`config.mk`:
```
export PLATFORM = sky130hd
export DESIGN_NAME = mem_arbiter
export DESIGN_NICKNAME = d
export VERILOG_FILES = /design/src/rtl/mem_arbiter.sv
export SDC_FILE = /design/constraint.sdc
export NUM_CORES = 1
export LEC_CHECK = 0
export BUFFER_PORTS_ARGS = -buffer_cell sky130_fd_sc_hd__buf_2
export CAP_MARGIN = 20
export CORE_AREA = 2 2 121 123
export DETAILED_ROUTE_END_ITERATION = 8
export DIE_AREA = 0 0 123 125
export GPL_TIMING_DRIVEN = 0
export SETUP_SLACK_MARGIN = 0.1
export SLEW_MARGIN = 15
export SYNTH_ARGS = -nofsm -noshare
export SYNTH_HDL_FRONTEND = slang
export SYNTH_SLANG_ARGS = --single-unit
export TNS_END_PERCENT = 5
```
`constraint.sdc`:
```
create_clock -name clk_i -period 2 [get_ports clk_i]
set_input_delay 0.1 -clock clk_i [delete_from_list [all_inputs] [get_ports clk_i]]
set_output_delay 0.1 -clock clk_i [all_outputs]
set_load 0.03 [all_outputs]
```
`src/rtl/mem_arbiter.sv`:
```
// Two-master arbiter in front of a single shared SRAM port.
// Master 0 is the CPU core, master 1 is the debug/loader port. Arbitration is
// combinational with a round-robin tie-break; read responses are steered back
// to their issuer through a fixed-depth tag pipeline matching RD_LAT.
module mem_arbiter #(
   parameter int ADDR_W = 32,
   parameter int DATA_W = 32,
   parameter int RD_LAT = 1
) (
   input  logic                clk_i,
   input  logic                rst_n_i,
   // master 0 (CPU core)
   input  logic                m0_req_i,
   input  logic                m0_we_i,
   input  logic [ADDR_W-1:0]   m0_addr_i,
   input  logic [DATA_W-1:0]   m0_wdata_i,
   input  logic [DATA_W/8-1:0] m0_be_i,
   output logic                m0_gnt_o,
   output logic                m0_rvalid_o,
   output logic [DATA_W-1:0]   m0_rdata_o,
   // master 1 (debug/loader)
   input  logic                m1_req_i,
   input  logic                m1_we_i,
   input  logic [ADDR_W-1:0]   m1_addr_i,
   input  logic [DATA_W-1:0]   m1_wdata_i,
   input  logic [DATA_W/8-1:0] m1_be_i,
   output logic                m1_gnt_o,
   output logic                m1_rvalid_o,
   output logic [DATA_W-1:0]   m1_rdata_o,
   // shared memory port
   output logic                mem_req_o,
   output logic                mem_we_o,
   output logic [ADDR_W-1:0]   mem_addr_o,
   output logic [DATA_W-1:0]   mem_wdata_o,
   output logic [DATA_W/8-1:0] mem_be_o,
   input  logic                mem_gnt_i,
   input  logic                mem_rvalid_i,
   input  logic [DATA_W-1:0]   mem_rdata_i
);

   localparam int BE_W = DATA_W / 8;

   logic              last_grant;   // id of the master granted most recently
   logic              win;          // id of the current winner
   logic              any_req;
   logic              sel_we;
   logic [BE_W-1:0]   sel_be;
   logic [DATA_W-1:0] sel_wdata;
   logic              accept;
   logic              rd_accept;
   logic [RD_LAT-1:0] tag_vld;      // index 0 = newest, RD_LAT-1 = tail
   logic [RD_LAT-1:0] tag_id;
   logic              tail_vld;
   logic              tail_id;

   // Pick the winner: a lone requester wins, a tie goes to the master not granted last
   always_comb begin
      win = m1_req_i;
      if (m0_req_i && m1_req_i) begin
         win = ~last_grant;
      end
   end

   // Request mux; reset forces the memory side idle
   always_comb begin
      any_req     = m0_req_i | m1_req_i;
      sel_we      = win ? m1_we_i    : m0_we_i;
      sel_be      = win ? m1_be_i    : m0_be_i;
      sel_wdata   = win ? m1_wdata_i : m0_wdata_i;
      mem_req_o   = rst_n_i & any_req;
      mem_we_o    = mem_req_o & sel_we;
      mem_addr_o  = win ? m1_addr_i : m0_addr_i;
      mem_wdata_o = mem_we_o ? sel_wdata : '0;
      mem_be_o    = mem_we_o ? sel_be    : '0;
      accept      = mem_req_o & mem_gnt_i;
      rd_accept   = accept & ~sel_we;
      m0_gnt_o    = accept & ~win;
      m1_gnt_o    = accept & win;
   end

   // Round-robin pointer moves only on an accepted transfer; reset favours master 0
   always_ff @(posedge clk_i or negedge rst_n_i) begin
      if (!rst_n_i) begin
         last_grant <= 1'b1;
      end else if (accept) begin
         last_grant <= win;
      end
   end

   // Read-ownership pipeline: one entry per cycle of memory read latency
   always_ff @(posedge clk_i or negedge rst_n_i) begin
      if (!rst_n_i) begin
         tag_vld <= '0;
         tag_id  <= '0;
      end else begin
         tag_vld[0] <= rd_accept;
         tag_id[0]  <= win;
         for (int i = 1; i < RD_LAT; i++) begin
            tag_vld[i] <= tag_vld[i-1];
            tag_id[i]  <= tag_id[i-1];
         end
      end
   end

   // Response steering: only a valid tail entry qualifies mem_rvalid_i
   always_comb begin
      tail_vld    = tag_vld[RD_LAT-1];
      tail_id     = tag_id[RD_LAT-1];
      m0_rvalid_o = rst_n_i & mem_rvalid_i & tail_vld & ~tail_id;
      m1_rvalid_o = rst_n_i & mem_rvalid_i & tail_vld & tail_id;
      m0_rdata_o  = mem_rdata_i;
      m1_rdata_o  = mem_rdata_i;
   end

endmodule

```
==> results.py <==
metrics = {
    "min_path": {
        "holdPathStages": 2,
        "hold_class": "in -> reg",
    },
    "synthesis": {
        "synth_top_area_cell": "buf_4",
        "synth_nets": 379,
        "synth-async-reset-ratio": 1.00,
        "syn-instance-count": 203,
        "dominantRegCellSynth": "dfrtp_1",
        "ys_seq_elements": 3,
        "yosysMostFrequentCell": "buf_4",
        "synth_edf_count": 0,
        "synthTopCellsByCount": "buf_4, mux2i_1, nor3b_1",
        "ys_top_cells_by_area": "buf_4, mux2i_1, mux2_2",
        "synth_top_area_frac": 0.306,
        "synth_area_um2": 1740,
        "ys_types": 21,
        "syn_area_per_cell_um2": 8.59,
        "synth_warnings": 0,
        "ys_seq_area_frac": 0.0438,
    },
    "routing": {
        "drtIter0Drc": 86,
        "first_pass_iters": 4,
        "vias": 2459,
        "route.detailed.drc": 0,
        "wl_per_cell_um": 11.4,
        "totalWireLength_um": 7750,
        "ant_nets": 0,
        "vias_per_cell": 3.62,
    },
    "power": {
        "ir_drop_v": 0.000178,
        "p_total_uw": 1540,
        "power_density_nw_per_um2": 419,
        "p_leak_uw": 0.00205,
    },
    "critical_path": {
        "worst-r2r-cell-count": 5,
        "crit_path_max_fanout": 10,
        "cp-end-kind": "output port",
        "crit_arrival_ns": 1.78,
        "worstPathRequired_ns": 1.90,
        "path_class": "reg -> out",
        "cp-start-kind": "flop",
    },
    "clocking": {
        "clock-root-buffer": "clkbuf_16",
        "clock_sinks": 3,
        "insertion_delay_ns": 0.22,
        "cts_tree": "built",
        "cts_max_path_buffers": 2,
        "numCtsBuffers": 3,
        "path_clk_slew_ns": 0.03,
        "ctsHtreeMaxLevel": 1,
    },
    "timing": {
        "hold_viol": 0,
        "fin_ws_ns": 0.121,
        "timing.fmax_mhz": 532,
        "tightest_slew_ns": 0.481,
        "max_slew_margin": 0.679,
        "final_max_slew_viol_count": 0,
        "period_minus_slack_ns": 1.88,
        "finClkSkew_ns": 0.000314,
        "tns_ns": 0,
        "rsz0062_at_grt": "yes",
        "setup_viol": 0,
        "whs_ns": 0.110,
        "period_share": 0.939,
    },
    "cells_and_area": {
        "diodes": 0,
        "nFillCells": 1613,
        "drive_gt1_frac": 0.820,
        "fin_area_um2": 3670,
        "nets": 672,
        "syn_to_final_growth_pct": 111,
    },
    "die": {
        "dieArea_um2": 15400,
        "ios": 314,
        "placeableCoreArea_um2": 14200,
        "die_x_um": 123,
        "row_count": 44,
        "start_util": 0.123,
        "die_h_um": 125,
    },
    "global_routing": {
        "grt.overflow.total": 0,
        "grt_pass1_vias": 2368,
        "grt_pass1_wl_um": 10800,
        "antenna_found_initial": 0,
        "track_usage": 0.0866,
        "grt_max_degree": 11,
    },
    "run_status": {
        "status": "complete, no violations",
    },
    "placed_design": {
        "gp_congestion": 0.752,
        "portBuffers": 281,
        "dpl-instance-area_um2": 3380,
        "dp_hpwl_um": 6700,
        "post-place-ws_ns": 0.0545,
    },
    "flow_run": {
        "cap_violations": 0,
    },
}
[critical path, stage by stage, from the launching register on]
cell      delay, ns
dfstp_2        0.52
nand2b_1       0.15
a32oi_4        0.13
buf_6          0.16
buf_8          0.14
nor3b_1        0.22
buf_2          0.24
[worst paths after layout]
check	start	end	slack [ns]
min in group asynchronous	rst_n_i	tag_id$_DFF_PN0_	0.30
min reg2reg	last_grant$_DFFE_PN1N_	last_grant$_DFFE_PN1N_	0.48
max reg2reg	last_grant$_DFFE_PN1N_	tag_vld$_DFF_PN0_	0.75
min	m0_we_i	tag_vld$_DFF_PN0_	0.11
max in group asynchronous	rst_n_i	last_grant$_DFFE_PN1N_	1.48
max	last_grant$_DFFE_PN1N_	mem_wdata_o[11]	0.12
[flip-flops by register name, summed over array words and instances, names as in the netlist]
name and count:
tag_id 1, tag_vld 1, last_grant 1
[metal layers]
| layer | GRT usage | wire [um] | vias up |
|---|---|---|---|
| met2 | 0.175 | 4170 | 148 |
| met3 | 0.00867 | 703 | 5 |
| met5 | 0 | 0 | - |
| li1 | - | - | 1232 |
| met4 | 0.0180 | 40 | 0 |
| met1 | 0.0943 | 2830 | 1074 |
[where the power goes]
group | switching (uW) | total, uW | leakage, uW | internal (uW)
Clock | 50.6 | 313 | 0.0000382 | 263
Combinational | 642 | 1150 | 0.00198 | 508
Sequential | 3.60 | 73.5 | 0.0000360 | 69.9
[cells in the final DEF (no fill, tap or decap), drive strengths merged]
master	count
dfstp	1
nand2	3
o21ai	1
a211oi	1
o21a	1
dfrtp	2
and2	1
buf	359
nand2b	1
inv	2
a32oi	1
mux2i	36
nand3	1
nor2b	1
nor3b	36
dlygate4sd3	1
clkbuf	10
o211ai	1
mux2	32
nor2	4
[logic make-up (layout without fill, tap and decap cells)]
family / count (synthesis) / count (layout) / share of synthesized area
flip-flops: 3 / 3 / 0.0438
AO/OA/AOI/OAI: 5 / 5 / 0.0316
multiplexers: 68 / 68 / 0.414
buffers and inverters: 80 / 372 / 0.327
AND/OR/NAND/NOR: 47 / 47 / 0.184
[cell type report]
type                       instances  area [um^2]  area share
buffer                            78          598       0.163
inverter                           2         15.0     0.00409
timing repair buffer             288         1540       0.419
tap                              184          230      0.0627
sequential                         3         76.3      0.0208
multi-input combinational        120         1130       0.309
clock buffer                       4         78.8      0.0215
[stage by stage]
| step | utilization | instances |
|---|---|---|
| finish | 0.259 | 679 |
| global route | 0.259 | 679 |
| CTS | 0.249 | 678 |
| detailed placement | 0.238 | 668 |
| global placement | 0.238 | 668 |
| floorplan | - | 203 |
[timing repair]
item                                    in CTS  in global routing
hold endpoints to repair                     3                  0
setup buffers                                4                  1
endpoints found under the setup margin      70                 67
hold buffers                                 1                  0
gates resized for setup                     11                 42
gates cloned                                 1                  0
pin swaps                                    1                  3
Note: power is estimated with default switching activity, not from simulation.
